`src/rtl/j_dncnt_timer_pkg.sv`:
```
// Shared constants and types for the Jerry down-count timer.
// Used by the timer, its stage cells and its bus interface.
package j_timer_pkg;

    localparam int J_TIMER_W = 16;

    localparam int J_TIMER_RST = 0;

    typedef logic [J_TIMER_W-1:0] j_cnt_t;

endpackage

```
`src/rtl/j_dncnt_timer_if.sv`:
```
// Register-decode side bundle of the down-count timer.
// J_TIMER_ONESHOT_EN adds the oneshot request and running status.
interface j_dncnt_timer_if #(
    parameter int WIDTH = j_timer_pkg::J_TIMER_W
);

    logic             ce;
    logic             enable;
    logic             pre_wr;
    logic [WIDTH-1:0] pre_din;
    logic             div_wr;
    logic [WIDTH-1:0] div_din;
    logic [WIDTH-1:0] pre_q;
    logic [WIDTH-1:0] div_q;
    logic             tick;
`ifdef J_TIMER_ONESHOT_EN
    logic             oneshot;
    logic             running;
`endif

    modport master (
        output ce,
        output enable,
        output pre_wr,
        output pre_din,
        output div_wr,
        output div_din,
`ifdef J_TIMER_ONESHOT_EN
        output oneshot,
        input  running,
`endif
        input  pre_q,
        input  div_q,
        input  tick
    );

    modport slave (
        input  ce,
        input  enable,
        input  pre_wr,
        input  pre_din,
        input  div_wr,
        input  div_din,
`ifdef J_TIMER_ONESHOT_EN
        input  oneshot,
        output running,
`endif
        output pre_q,
        output div_q,
        output tick
    );

endinterface

```
`src/rtl/j_dncnt_timer_stage.sv`:
```
// One loadable down-count cell: reload register plus count register.
// Borrows and reloads when an advance finds the count at zero.
module j_dncnt_stage #(
    parameter int WIDTH = j_timer_pkg::J_TIMER_W
) (
    input  logic             clk,
    input  logic             rst,
    input  logic             adv,
    input  logic             ld,
    input  logic [WIDTH-1:0] din,
    output logic [WIDTH-1:0] cnt,
    output logic             bo
);

    import j_timer_pkg::*;

    logic [WIDTH-1:0] rld;
    logic             zero;

    assign zero = (cnt == '0);

    // A load cancels any borrow in the same cycle.
    assign bo = adv & ~ld & zero;

    // Reload register only changes on an explicit load.
    always_ff @(posedge clk or posedge rst) begin
        if (rst) begin
            rld <= WIDTH'(J_TIMER_RST);
        end else if (ld) begin
            rld <= din;
        end
    end

    // Load wins; otherwise decrement, or reload instead of wrapping.
    always_ff @(posedge clk or posedge rst) begin
        if (rst) begin
            cnt <= WIDTH'(J_TIMER_RST);
        end else if (ld) begin
            cnt <= din;
        end else if (adv) begin
            cnt <= zero ? rld : cnt - WIDTH'(1);
        end
    end

endmodule

```
`src/rtl/j_dncnt_timer.sv`:
```
// Two-stage borrow-chained down-count timer (prescaler -> divider).
// J_TIMER_ONESHOT_EN enables stop-after-one-tick operation.
module j_dncnt_timer #(
    parameter int WIDTH = j_timer_pkg::J_TIMER_W
) (
    input  logic            sys_clk,
    input  logic            reset,
    j_dncnt_timer_if.slave  bus
);

    import j_timer_pkg::*;

    logic adv;
    logic running;
    logic pre_bo;
    logic div_bo;

`ifdef J_TIMER_ONESHOT_EN
    // Armed by a divider write, disarmed by the terminating borrow.
    always_ff @(posedge sys_clk or posedge reset) begin
        if (reset) begin
            running <= 1'b0;
        end else if (bus.div_wr) begin
            running <= 1'b1;
        end else if (div_bo && bus.oneshot) begin
            running <= 1'b0;
        end
    end

    assign bus.running = running;
`else
    assign running = 1'b1;
`endif

    assign adv = bus.ce & bus.enable & running;

    j_dncnt_stage #(.WIDTH(WIDTH)) u_pre (
        .clk (sys_clk),
        .rst (reset),
        .adv (adv),
        .ld  (bus.pre_wr),
        .din (bus.pre_din),
        .cnt (bus.pre_q),
        .bo  (pre_bo)
    );

    j_dncnt_stage #(.WIDTH(WIDTH)) u_div (
        .clk (sys_clk),
        .rst (reset),
        .adv (pre_bo),
        .ld  (bus.div_wr),
        .din (bus.div_din),
        .cnt (bus.div_q),
        .bo  (div_bo)
    );

    // Register the divider borrow into a one-cycle tick.
    always_ff @(posedge sys_clk or posedge reset) begin
        if (reset) begin
            bus.tick <= 1'(J_TIMER_RST);
        end else begin
            bus.tick <= div_bo;
        end
    end

endmodule

```
`src/flat_wrapper.sv`:
```
// flat-port wrapper written by rule: the top's interface ports become plain ports
module j_dncnt_timer_flat import j_timer_pkg::*;
#(
    parameter int WIDTH = j_timer_pkg::J_TIMER_W
)
  (sys_clk, reset, bus_ce, bus_enable, bus_pre_wr, bus_pre_din, bus_div_wr, bus_div_din, bus_pre_q, bus_div_q, bus_tick);
  j_dncnt_timer_if #(.WIDTH(WIDTH)) bus_i ();
  input  logic sys_clk;
  input  logic reset;
  input wire logic [$bits(bus_i.ce)-1:0] bus_ce;
  input wire logic [$bits(bus_i.enable)-1:0] bus_enable;
  input wire logic [$bits(bus_i.pre_wr)-1:0] bus_pre_wr;
  input wire logic [$bits(bus_i.pre_din)-1:0] bus_pre_din;
  input wire logic [$bits(bus_i.div_wr)-1:0] bus_div_wr;
  input wire logic [$bits(bus_i.div_din)-1:0] bus_div_din;
  output wire logic [$bits(bus_i.pre_q)-1:0] bus_pre_q;
  output wire logic [$bits(bus_i.div_q)-1:0] bus_div_q;
  output wire logic [$bits(bus_i.tick)-1:0] bus_tick;
  assign bus_i.ce = bus_ce;
  assign bus_i.enable = bus_enable;
  assign bus_i.pre_wr = bus_pre_wr;
  assign bus_i.pre_din = bus_pre_din;
  assign bus_i.div_wr = bus_div_wr;
  assign bus_i.div_din = bus_div_din;
  assign bus_pre_q = bus_i.pre_q;
  assign bus_div_q = bus_i.div_q;
  assign bus_tick = bus_i.tick;
  j_dncnt_timer #(.WIDTH(WIDTH)) u_core (.sys_clk(sys_clk), .reset(reset), .bus(bus_i));
endmodule
```
`config.mk`:
```
export PLATFORM = sky130hd
export DESIGN_NAME = j_dncnt_timer_flat
export DESIGN_NICKNAME = d
export VERILOG_FILES = /design/src/rtl/j_dncnt_timer_pkg.sv /design/src/rtl/j_dncnt_timer_if.sv /design/src/rtl/j_dncnt_timer_stage.sv /design/src/rtl/j_dncnt_timer.sv /design/src/flat_wrapper.sv
export SDC_FILE = /design/constraint.sdc
export NUM_CORES = 1
export LEC_CHECK = 0
export ABC_AREA = 0
export BUFFER_PORTS_ARGS = -buffer_cell sky130_fd_sc_hd__buf_4
export CORE_ASPECT_RATIO = 1.4
export CORE_MARGIN = 1.5
export CORE_UTILIZATION = 62
export CTS_BUF_LIST = sky130_fd_sc_hd__clkbuf_8
export DETAILED_ROUTE_END_ITERATION = 7
export PLACE_DENSITY = 0.95
export SETUP_SLACK_MARGIN = 0.5
export SLEW_MARGIN = 15
export SYNTH_ARGS = -nofsm -noshare
export SYNTH_HDL_FRONTEND = slang
export SYNTH_HIERARCHICAL = 1
export SYNTH_SLANG_ARGS = --single-unit
```
`constraint.sdc`:
```
create_clock -name sys_clk -period 5.4 [get_ports sys_clk]
set_clock_uncertainty 0.05 [all_clocks]
set_input_delay 0.27 -clock sys_clk [delete_from_list [all_inputs] [get_ports sys_clk]]
set_output_delay 0.27 -clock sys_clk [all_outputs]
set_load 0.02 [all_outputs]
```
==> flow_metrics.py, run 1 <==
metrics = {
    "clock_tree": {
        "clock_sinks": 65,
        "numCtsBuffers": 9,
        "post_cts_resized": 0,
        "htreeDepth": 3,
        "cts_buffer_depth": 2,
        "worstSkewPairLatency_ns": 0.35,
        "cts_tree": "built",
        "root_buffer": "clkbuf_8",
        "clk_pin_slew_worst_paths_ns": 0.08,
    },
    "logic_synthesis": {
        "synth_cells": 365,
        "ys_async_sr_fraction": 1.00,
        "ys_seq_elements": 65,
        "yosys.cell_types.count": 56,
        "synth.avg_cell_area_um2": 10.0,
        "synth-edff-count": 0,
        "synth_warnings": 6,
        "synth_fp_nets": 407,
        "seq_area_frac_synth": 0.445,
        "synth-main-ff-cell": "dfrtp_1",
        "syn-cell-area_um2": 3650,
    },
    "layout": {
        "final_common_cell": "buf_4",
        "syn_to_final_growth_pct": 21.4,
        "n_antenna_cell": 0,
        "final_cell_mix": "72 x buf_4, 65 x dfrtp_1, 40 x o21ai_0, 34 x nor2_1, 27 x mux2_2",
        "fin_nets": 474,
        "n_fill_cell": 365,
        "final_cell_area_um2": 4430,
        "drive_gt1_frac": 0.295,
    },
    "placed_design": {
        "io_buffer_count": 70,
        "place_ws_ns": 2.27,
        "placedInstanceArea_um2": 4200,
        "gp_congestion": 0.957,
        "dp_hpwl_mm": 6.45,
    },
    "floorplan": {
        "dieArea_um2": 6370,
        "die_w_um": 67.9,
        "ios": 71,
        "num_rows": 32,
        "start_util": 0.652,
        "die_y_um": 93.8,
        "core_um2": 5610,
    },
    "power": {
        "ir_drop_mv": 0.330,
        "leakage_nw": 1.98,
        "power.total_w": 0.00134,
        "powerDensity_nw_per_um2": 301,
    },
    "global_route": {
        "antenna_found_initial": 0,
        "grtUsageTotal": 0.334,
        "grt_max_degree": 41,
        "grt_pass1_wl_mm": 15.8,
        "gr-total-overflow": 0,
        "grt_pass1_vias": 3362,
    },
    "hold_path": {
        "hold_class": "in -> reg",
    },
    "timing": {
        "finalHoldViolations": 0,
        "setup_tns_ns": 0,
        "post-route-period-util": 0.604,
        "rsz0062_at_grt": "no",
        "fin_crit_ns": 3.26,
        "worst_pin_slew_ns": 0.956,
        "fmax_mhz": 306,
        "worst_slack_ns": 2.14,
        "max_slew_margin": 0.360,
        "drv_slew": 0,
        "final-setup-viol-count": 0,
        "hold_slack_ns": 0.0897,
    },
    "routing": {
        "drtIter0Drc": 392,
        "ant_nets": 0,
        "drcViolationCount": 0,
        "drt-total-wl_mm": 9.66,
        "routedWlPerCell_um": 19.1,
        "vias_per_cell": 6.67,
        "vias": 3367,
        "first_pass_iters": 5,
    },
    "run_status": {
        "status": "finished, final reports clean",
    },
    "worst_setup_path": {
        "critPathKind": "reg -> reg",
        "end_kind": "flop",
        "crit_path_start_kind": "flop",
        "arrival_ns": 3.48,
        "rrSetupSlack_ns": 2.14,
        "path_max_fanout": 12,
        "critPathRequiredTime_ns": 5.61,
    },
    "flow_run": {
        "max_cap_viol_count": 0,
    },
}
[power by group]
part / switching [W] / total, W / internal (W)
clock network: 0.000192 / 0.000462 / 0.000270
registers: 0.0000649 / 0.000599 / 0.000534
logic: 0.000150 / 0.000275 / 0.000125
[logic make-up (layout without fill, tap and decap cells)]
family | after synthesis | count (layout) | synth area share
adder cells (fa/ha/maj) | 4 | 4 | 0.0137
flip-flops | 65 | 65 | 0.445
multiplexers | 38 | 38 | 0.113
AO/OA/AOI/OAI | 104 | 104 | 0.181
XOR/XNOR | 17 | 17 | 0.0408
buffers and inverters | 33 | 105 | 0.0370
AND/OR/NAND/NOR | 104 | 104 | 0.169
[cell type report]
cell class	instances	area, um^2	area share
clock inverters	6	82.6	0.0186
inverters	16	60.1	0.0135
flip-flops and latches	65	1630	0.367
repair buffers	73	551	0.124
well taps	68	85.1	0.0192
clock buffers	10	138	0.0310
multi-input cells	267	1890	0.426
[flip-flops by register name (all words and copies together), names as in the netlist]
name	cells
u_core/u_div/cnt	16
u_core/u_div/rld	16
u_core/u_pre/cnt	16
u_core/u_pre/rld	16
u_core/bus.tick	1
[per-stage QoR]
step	std cells	util
3_3_place_gp	488	0.750
3_5_place_dp	488	0.750
5_1_grt	505	0.791
6_report	505	0.791
2_1_floorplan	365	-
4_1_cts	505	0.791
[cell usage after synthesis, types with 4 or more instances]
master,instances,area share
dfrtp_1,65,0.45
o21ai_0,40,0.055
nor2_1,34,0.035
mux2_2,27,0.083
a22oi_1,22,0.045
nand2_1,17,0.017
inv_1,16,0.016
clkbuf_1,12,0.012
a21oi_1,11,0.015
mux2i_1,11,0.030
xnor2_1,9,0.022
nand3_1,8,0.011
xor2_1,8,0.019
nor3_1,7,0.0096
nor4_1,6,0.010
o21ai_1,5,0.0069
ha_1,4,0.014
[timing repair]
action / in CTS / in global routing
endpoints found under the hold margin: 65 / 0
hold buffers: 1 / 0
setup buffers: 0 / 0
[path summary, 6_finish.rpt]
kind / endpoint / cells after the start / start
max: u_core/u_div/cnt[14] / 8 / u_core/u_pre/cnt[2]
min: u_core/u_pre/cnt[14] / 3 / bus_pre_din[14]
max reg2reg: u_core/u_div/cnt[14] / 8 / u_core/u_pre/cnt[2]
min reg2reg: u_core/u_div/rld[3] / 2 / u_core/u_div/rld[3]
max in group asynchronous: u_core/u_div/rld[14] / 4 / reset
min in group asynchronous: u_core/bus.tick / 3 / reset
[worst max-delay path: stages (launching register included)]
cell and delay, ns:
dfrtp_1 0.50, or4_4 0.64, nor3_4 0.28, nand2_2 0.24, nor2_1 0.49, inv_1 0.12, nor2_1 0.44, o21ai_0 0.21
o21ai_0 0.20
[per-layer routing]
layer  wire, um  global-route usage  vias up
li1           -                   -     1475
met1       3370               0.387     1621
met2       5070               0.546      222
met3        786              0.0767       49
met4        432               0.207        0
met5          0                   0        -
Power figures use the tool's default switching activity.
==> inputs of run 2 (changes only) <==
Settings changed: ABC_AREA 0 to 1, CORE_UTILIZATION 62 to 58, PLACE_DENSITY 0.95 to 0.94.
Clock period 5.4 ns to 3.2 ns, I/O delays scaled along.
==> flow_metrics.py, run 2 <==
metrics = {
    "run_status": {
        "status": "finished, violations left",
        "violations": "DRC",
    },
    "logic_synthesis": {
        "synth_warnings": 6,
        "yosysMostFrequentCell": "nand2_1",
        "synth_fp_nets": 577,
        "syn-cell-area_um2": 3820,
        "synth.avg_cell_area_um2": 7.14,
        "synth_top_area_frac": 0.426,
        "yosys-top-cells-count": "213 x nand2_1, 65 x dfrtp_1, 54 x inv_1",
        "synth_top_area_cell": "dfrtp_1",
        "synth-edff-count": 0,
        "synthTopCellsByArea": "dfrtp_1 43%, nand2_1 21%, inv_1 5.3%",
        "synth-main-ff-cell": "dfrtp_1",
        "ys_seq_elements": 65,
        "seq_area_frac_synth": 0.426,
        "synth_cells": 535,
        "ys_async_sr_fraction": 1.00,
        "yosys.cell_types.count": 28,
    },
    "power": {
        "ir_drop_mv": 0.465,
        "leakage_nw": 2.58,
        "powerDensity_nw_per_um2": 469,
        "power.total_w": 0.00230,
    },
    "global_route": {
        "gr-total-overflow": 0,
        "grtUsageTotal": 0.331,
        "antenna_found_initial": 0,
        "grt_pass1_vias": 4127,
        "grt_pass1_wl_mm": 18.4,
        "grt_max_degree": 33,
    },
    "timing": {
        "worst_pin_slew_ns": 0.609,
        "max_slew_margin": 0.594,
        "fin_crit_ns": 2.37,
        "fmax_mhz": 423,
        "drv_slew": 0,
        "post-route-period-util": 0.740,
        "finalHoldViolations": 0,
        "setup_tns_ns": 0,
        "rsz0062_at_grt": "no",
        "final-setup-viol-count": 0,
    },
    "routing": {
        "vias": 4104,
        "ant_nets": 0,
        "drtIter0Drc": 395,
        "drcViolationCount": 5,
        "route.met2.wl_mm": 5.88,
        "first_pass_iters": 8,
        "wl_met3_um": 840,
        "m1WireLength_mm": 4.03,
        "top_layer_used": "met4",
        "vias_per_cell": 5.75,
        "routedWlPerCell_um": 15.8,
        "drt-total-wl_mm": 11.3,
    },
    "flow_run": {
        "max_cap_viol_count": 0,
    },
    "clock_tree": {
        "htreeDepth": 3,
        "cts_buffer_depth": 2,
        "clock_sinks": 65,
        "worstSkewPairLatency_ns": 0.35,
        "cts_tree": "built",
        "numCtsBuffers": 9,
        "root_buffer": "clkbuf_8",
        "clk_pin_slew_worst_paths_ns": 0.08,
    },
    "worst_setup_path": {
        "critPathRequiredTime_ns": 3.43,
        "end_kind": "flop",
        "cp_cell_sequence": "inv_1 -> ha_1 -> inv_1 -> nor2_1 -> nand2_1 -> nor2_2 -> nand3_4 -> nor2_4 -> inv_1 -> nor2_2 -> inv_2 -> nor2_8 -> nand2_1 -> nand3_1",
        "crit_top_cell": "inv_1",
        "path_max_fanout": 10,
        "slowest_delay_ns": 0.40,
        "crit_slowest_cell": "dfrtp_1",
        "cp_num_buf_inv": 4,
        "critPathKind": "reg -> reg",
        "arrival_ns": 2.60,
        "cp_top_family": "simple AND/OR/NAND/NOR gates",
        "crit_path_start_kind": "flop",
    },
    "layout": {
        "syn_to_final_growth_pct": 28.3,
        "multi_input_area_um2": 1940,
        "fin_nets": 679,
        "regArea_um2": 1630,
        "n_fill_cell": 456,
        "final_cell_mix": "213 x nand2_1, 76 x buf_4, 65 x dfrtp_1, 55 x inv_1, 44 x nor2_1",
        "n_antenna_cell": 0,
        "drive_gt1_frac": 0.196,
        "final_common_cell": "nand2_1",
    },
    "floorplan": {
        "die_w_um": 71.6,
        "core_um2": 6300,
        "die_y_um": 99.1,
        "num_rows": 34,
        "ios": 71,
        "dieArea_um2": 7090,
        "start_util": 0.607,
    },
    "placed_design": {
        "gp_congestion": 0.936,
        "io_buffer_count": 70,
        "dp_hpwl_mm": 7.37,
    },
    "hold_path": {
        "hold_class": "in -> reg",
    },
}
run 2: final timing paths:
kind	start	endpoint	slack [ns]	cells after the start
setup reg to reg	u_core/u_pre/cnt[0]	u_core/u_div/cnt[4]	0.83	14
hold reg to reg	u_core/u_pre/rld[6]	u_core/u_pre/rld[6]	0.42	2
setup / recovery	u_core/u_pre/cnt[0]	u_core/u_div/cnt[4]	0.83	14
hold / removal	bus_div_din[1]	u_core/u_div/rld[1]	0.004	3
max in group asynchronous	reset	u_core/u_pre/cnt[14]	2.38	4
min in group asynchronous	reset	u_core/bus.tick	0.16	3
run 2: area by class of cell:
type	instances	share of cell area
repair buffers	100	0.165
clock buffers	9	0.0253
inverters	59	0.0452
multi-input cells	402	0.395
well taps	72	0.0184
clock inverters	7	0.0194
flip-flops and latches	65	0.332
run 2: layer usage:
metal  up-vias  track usage
met1      1910        0.358
met5         -            0
met3        61       0.0624
li1       1894            -
met4         0        0.173
met2       239        0.598
run 2: timing repair:
item                                    in CTS  in global routing
hold buffers                                24                  0
hold endpoints to repair                    88                  0
gates resized for setup                      0                  2
buffers inserted                             0                  3
endpoints found under the setup margin       0                 10
run 2: cells by family (layout without fill, tap and decap cells):
kind of cell,after synthesis,after routing,share of synthesized area
xor+xnor,10,10,0.0229
flops,65,65,0.426
simple gates,341,341,0.394
compound gates,47,47,0.0753
buf+inv,68,175,0.0694
fa+ha+maj,4,4,0.0131
run 2: report_power, final:
group	internal [W]	switching (W)
Sequential	0.000899	0.0000934
Clock	0.000440	0.000347
Combinational	0.000205	0.000314
run 2: worst min-delay path, cell delays in order:
cell and delay [ns]:
buf_4 0.08, nand2_1 0.05, o21ai_0 0.07
run 2: through the flow:
step	area (um^2)	instances	setup WS [ns]	utilization	hold slack, ns
floorplan	3820	535	0.956	-	-0.161
global placement	4420	671	0.764	0.702	-0.0280
detailed placement	4420	671	0.629	0.702	-0.0276
CTS	4880	711	0.574	0.774	0.000859
global route	4900	714	0.640	0.779	0.00549
finish	4900	714	0.833	0.779	0.00373
==> inputs of run 3 (changes only) <==
Settings changed: CORE_UTILIZATION 58 to 52, PLACE_DENSITY 0.94 to 0.89.
Clock period 3.2 ns to 2.1 ns, I/O delays scaled along.
==> flow_metrics.py, run 3 (same netlist as run 2, synthesis figures left out) <==
metrics = {
    "power": {
        "seq_power_share": 0.451,
        "pwr-share-clk": 0.269,
        "powerDensity_nw_per_um2": 622,
        "swShare": 0.345,
        "leakage_nw": 2.77,
        "switchingPower_w": 0.00116,
        "ir_drop_mv": 0.522,
        "p_comb_frac": 0.281,
        "intPower_w": 0.00220,
    },
    "timing": {
        "post-route-period-util": 0.968,
        "worst_pin_slew_ns": 0.436,
        "setup_tns_ns": 0,
        "rsz0062_at_grt": "yes",
        "finalHoldViolations": 0,
        "fin_crit_ns": 2.03,
        "drv_slew": 0,
        "final-setup-viol-count": 0,
        "max_slew_margin": 0.709,
        "fmax_mhz": 492,
    },
    "global_route": {
        "met2_usage": 0.542,
        "grt_pass1_vias": 4104,
        "grt_use_met3": 0.0610,
        "grtUsageTotal": 0.301,
        "met1_usage": 0.327,
        "gr-total-overflow": 0,
        "antenna_found_initial": 0,
        "grt_max_degree": 33,
        "busiest_layer": "met2",
        "grt_pass1_wl_mm": 18.3,
    },
    "layout": {
        "drive_gt1_frac": 0.270,
        "n_antenna_cell": 0,
        "final_cell_mix": "205 x nand2_1, 96 x buf_4, 63 x dfrtp_1, 48 x inv_1, 41 x nor2_1",
        "n_fill_cell": 482,
        "final_common_cell": "nand2_1",
        "fin_nets": 717,
        "syn_to_final_growth_pct": 41.0,
        "final_cell_area_um2": 5390,
    },
    "placed_design": {
        "io_buffer_count": 70,
        "gp_congestion": 0.979,
        "dp_hpwl_mm": 7.60,
        "placedInstanceArea_um2": 4560,
    },
    "floorplan": {
        "die_w_um": 75.5,
        "die_y_um": 104,
        "num_rows": 36,
        "core_um2": 7030,
        "dieArea_um2": 7880,
        "ios": 71,
        "start_util": 0.544,
    },
    "routing": {
        "drcViolationCount": 0,
        "first_pass_iters": 7,
        "ant_nets": 0,
        "vias_per_cell": 5.64,
        "drt-total-wl_mm": 12.8,
        "vias": 4357,
        "drtIter0Drc": 330,
        "routedWlPerCell_um": 16.5,
    },
    "clock_tree": {
        "cts_tree": "built",
        "root_buffer": "clkbuf_8",
        "numCtsBuffers": 9,
        "clock_sinks": 65,
        "htreeDepth": 3,
        "worstSkewPairLatency_ns": 0.36,
        "cts_buffer_depth": 2,
        "clk_pin_slew_worst_paths_ns": 0.07,
    },
    "hold_path": {
        "hold_class": "in -> async",
    },
    "worst_setup_path": {
        "cp_cell_sequence": "inv_4 -> ha_4 -> inv_2 -> nor2_4 -> nand2_2 -> nor2_4 -> nand3_4 -> nor2_4 -> buf_4 -> buf_4 -> bufbuf_16 -> nand2_1 -> nand3_2",
        "crit_slowest_cell": "dfrtp_2",
        "arrival_ns": 2.28,
        "crit_path_start_kind": "flop",
        "slowest_delay_ns": 0.43,
        "critPathKind": "reg -> reg",
        "end_kind": "flop",
        "path_max_fanout": 5,
        "critPathRequiredTime_ns": 2.35,
        "reg2reg_from": "u_core/u_pre/cnt[1]",
        "crit_start": "u_core/u_pre/cnt[1]",
        "rrSetupSlack_ns": 0.07,
        "crit_top_cell": "nor2_4",
    },
    "flow_run": {
        "max_cap_viol_count": 0,
    },
    "run_status": {
        "status": "finished, final reports clean",
    },
}
## run 3: path summary, 6_finish.rpt
check,end,depth (start not counted)
setup / recovery,u_core/u_pre/cnt[11],13
hold / removal,u_core/bus.tick,3
setup reg to reg,u_core/u_pre/cnt[11],13
hold reg to reg,u_core/u_pre/rld[4],2
max in group asynchronous,u_core/u_div/rld[3],4
min in group sys_clk,u_core/u_div/rld[6],3
## run 3: per-stage QoR
stage | setup WS (ns) | hold WS (ns) | std cells | total power [W] | utilization
after floorplan | 0.106 | -0.216 | 535 | 0.00196 | -
final | 0.0674 | 0.103 | 772 | 0.00335 | 0.767
after detailed placement | 0.108 | -0.0833 | 706 | 0.00229 | 0.649
after global routing | 0.0203 | 0.114 | 772 | 0.00350 | 0.767
after global placement | 0.201 | -0.0825 | 706 | 0.00227 | 0.649
after CTS | 0.175 | 0.0928 | 764 | 0.00326 | 0.739
## run 3: layout make-up
| class | instances | area (um^2) | area share |
|---|---|---|---|
| clock buffers | 10 | 138 | 0.0255 |
| clock inverters | 3 | 12.5 | 0.00232 |
| inverters | 59 | 234 | 0.0434 |
| multi-input cells | 403 | 2080 | 0.386 |
| flip-flops and latches | 65 | 1630 | 0.302 |
| well taps | 95 | 119 | 0.0220 |
| repair buffers | 136 | 1170 | 0.217 |
| repair inverters | 1 | 7.51 | 0.00139 |
## run 3: metal layers
| metal | vias up | wire, um |
|---|---|---|
| li1 | 1968 | - |
| met1 | 2046 | 4500 |
| met2 | 271 | 6510 |
| met3 | 72 | 958 |
| met4 | 0 | 774 |
| met5 | - | 0 |
## run 3: worst max-delay path, delay by kind of cell, from the launching register on
kind | cells | cell delay (ns)
flip-flops | 1 | 0.43
buffers and inverters | 5 | 0.64
AND/OR/NAND/NOR | 7 | 0.73
adder cells (fa/ha/maj) | 1 | 0.12
## run 3: power groups by stage
stage	combinational [W]	sequential (W)	clock, W
2_1_floorplan	0.000392	0.00157	0
3_3_place_gp	0.000752	0.00152	0
3_5_place_dp	0.000773	0.00152	0
4_1_cts	0.000851	0.00150	0.000910
5_1_grt	0.00102	0.00153	0.000954
6_report	0.000942	0.00151	0.000901
## run 3: repair_timing
action                                 CTS  global route
resized for setup                       14            40
setup endpoints to repair               32            33
gates cloned                             3             1
setup buffers                            9             7
pin swaps                                3            20
hold buffers                            33             0
endpoints found under the hold margin  106             0
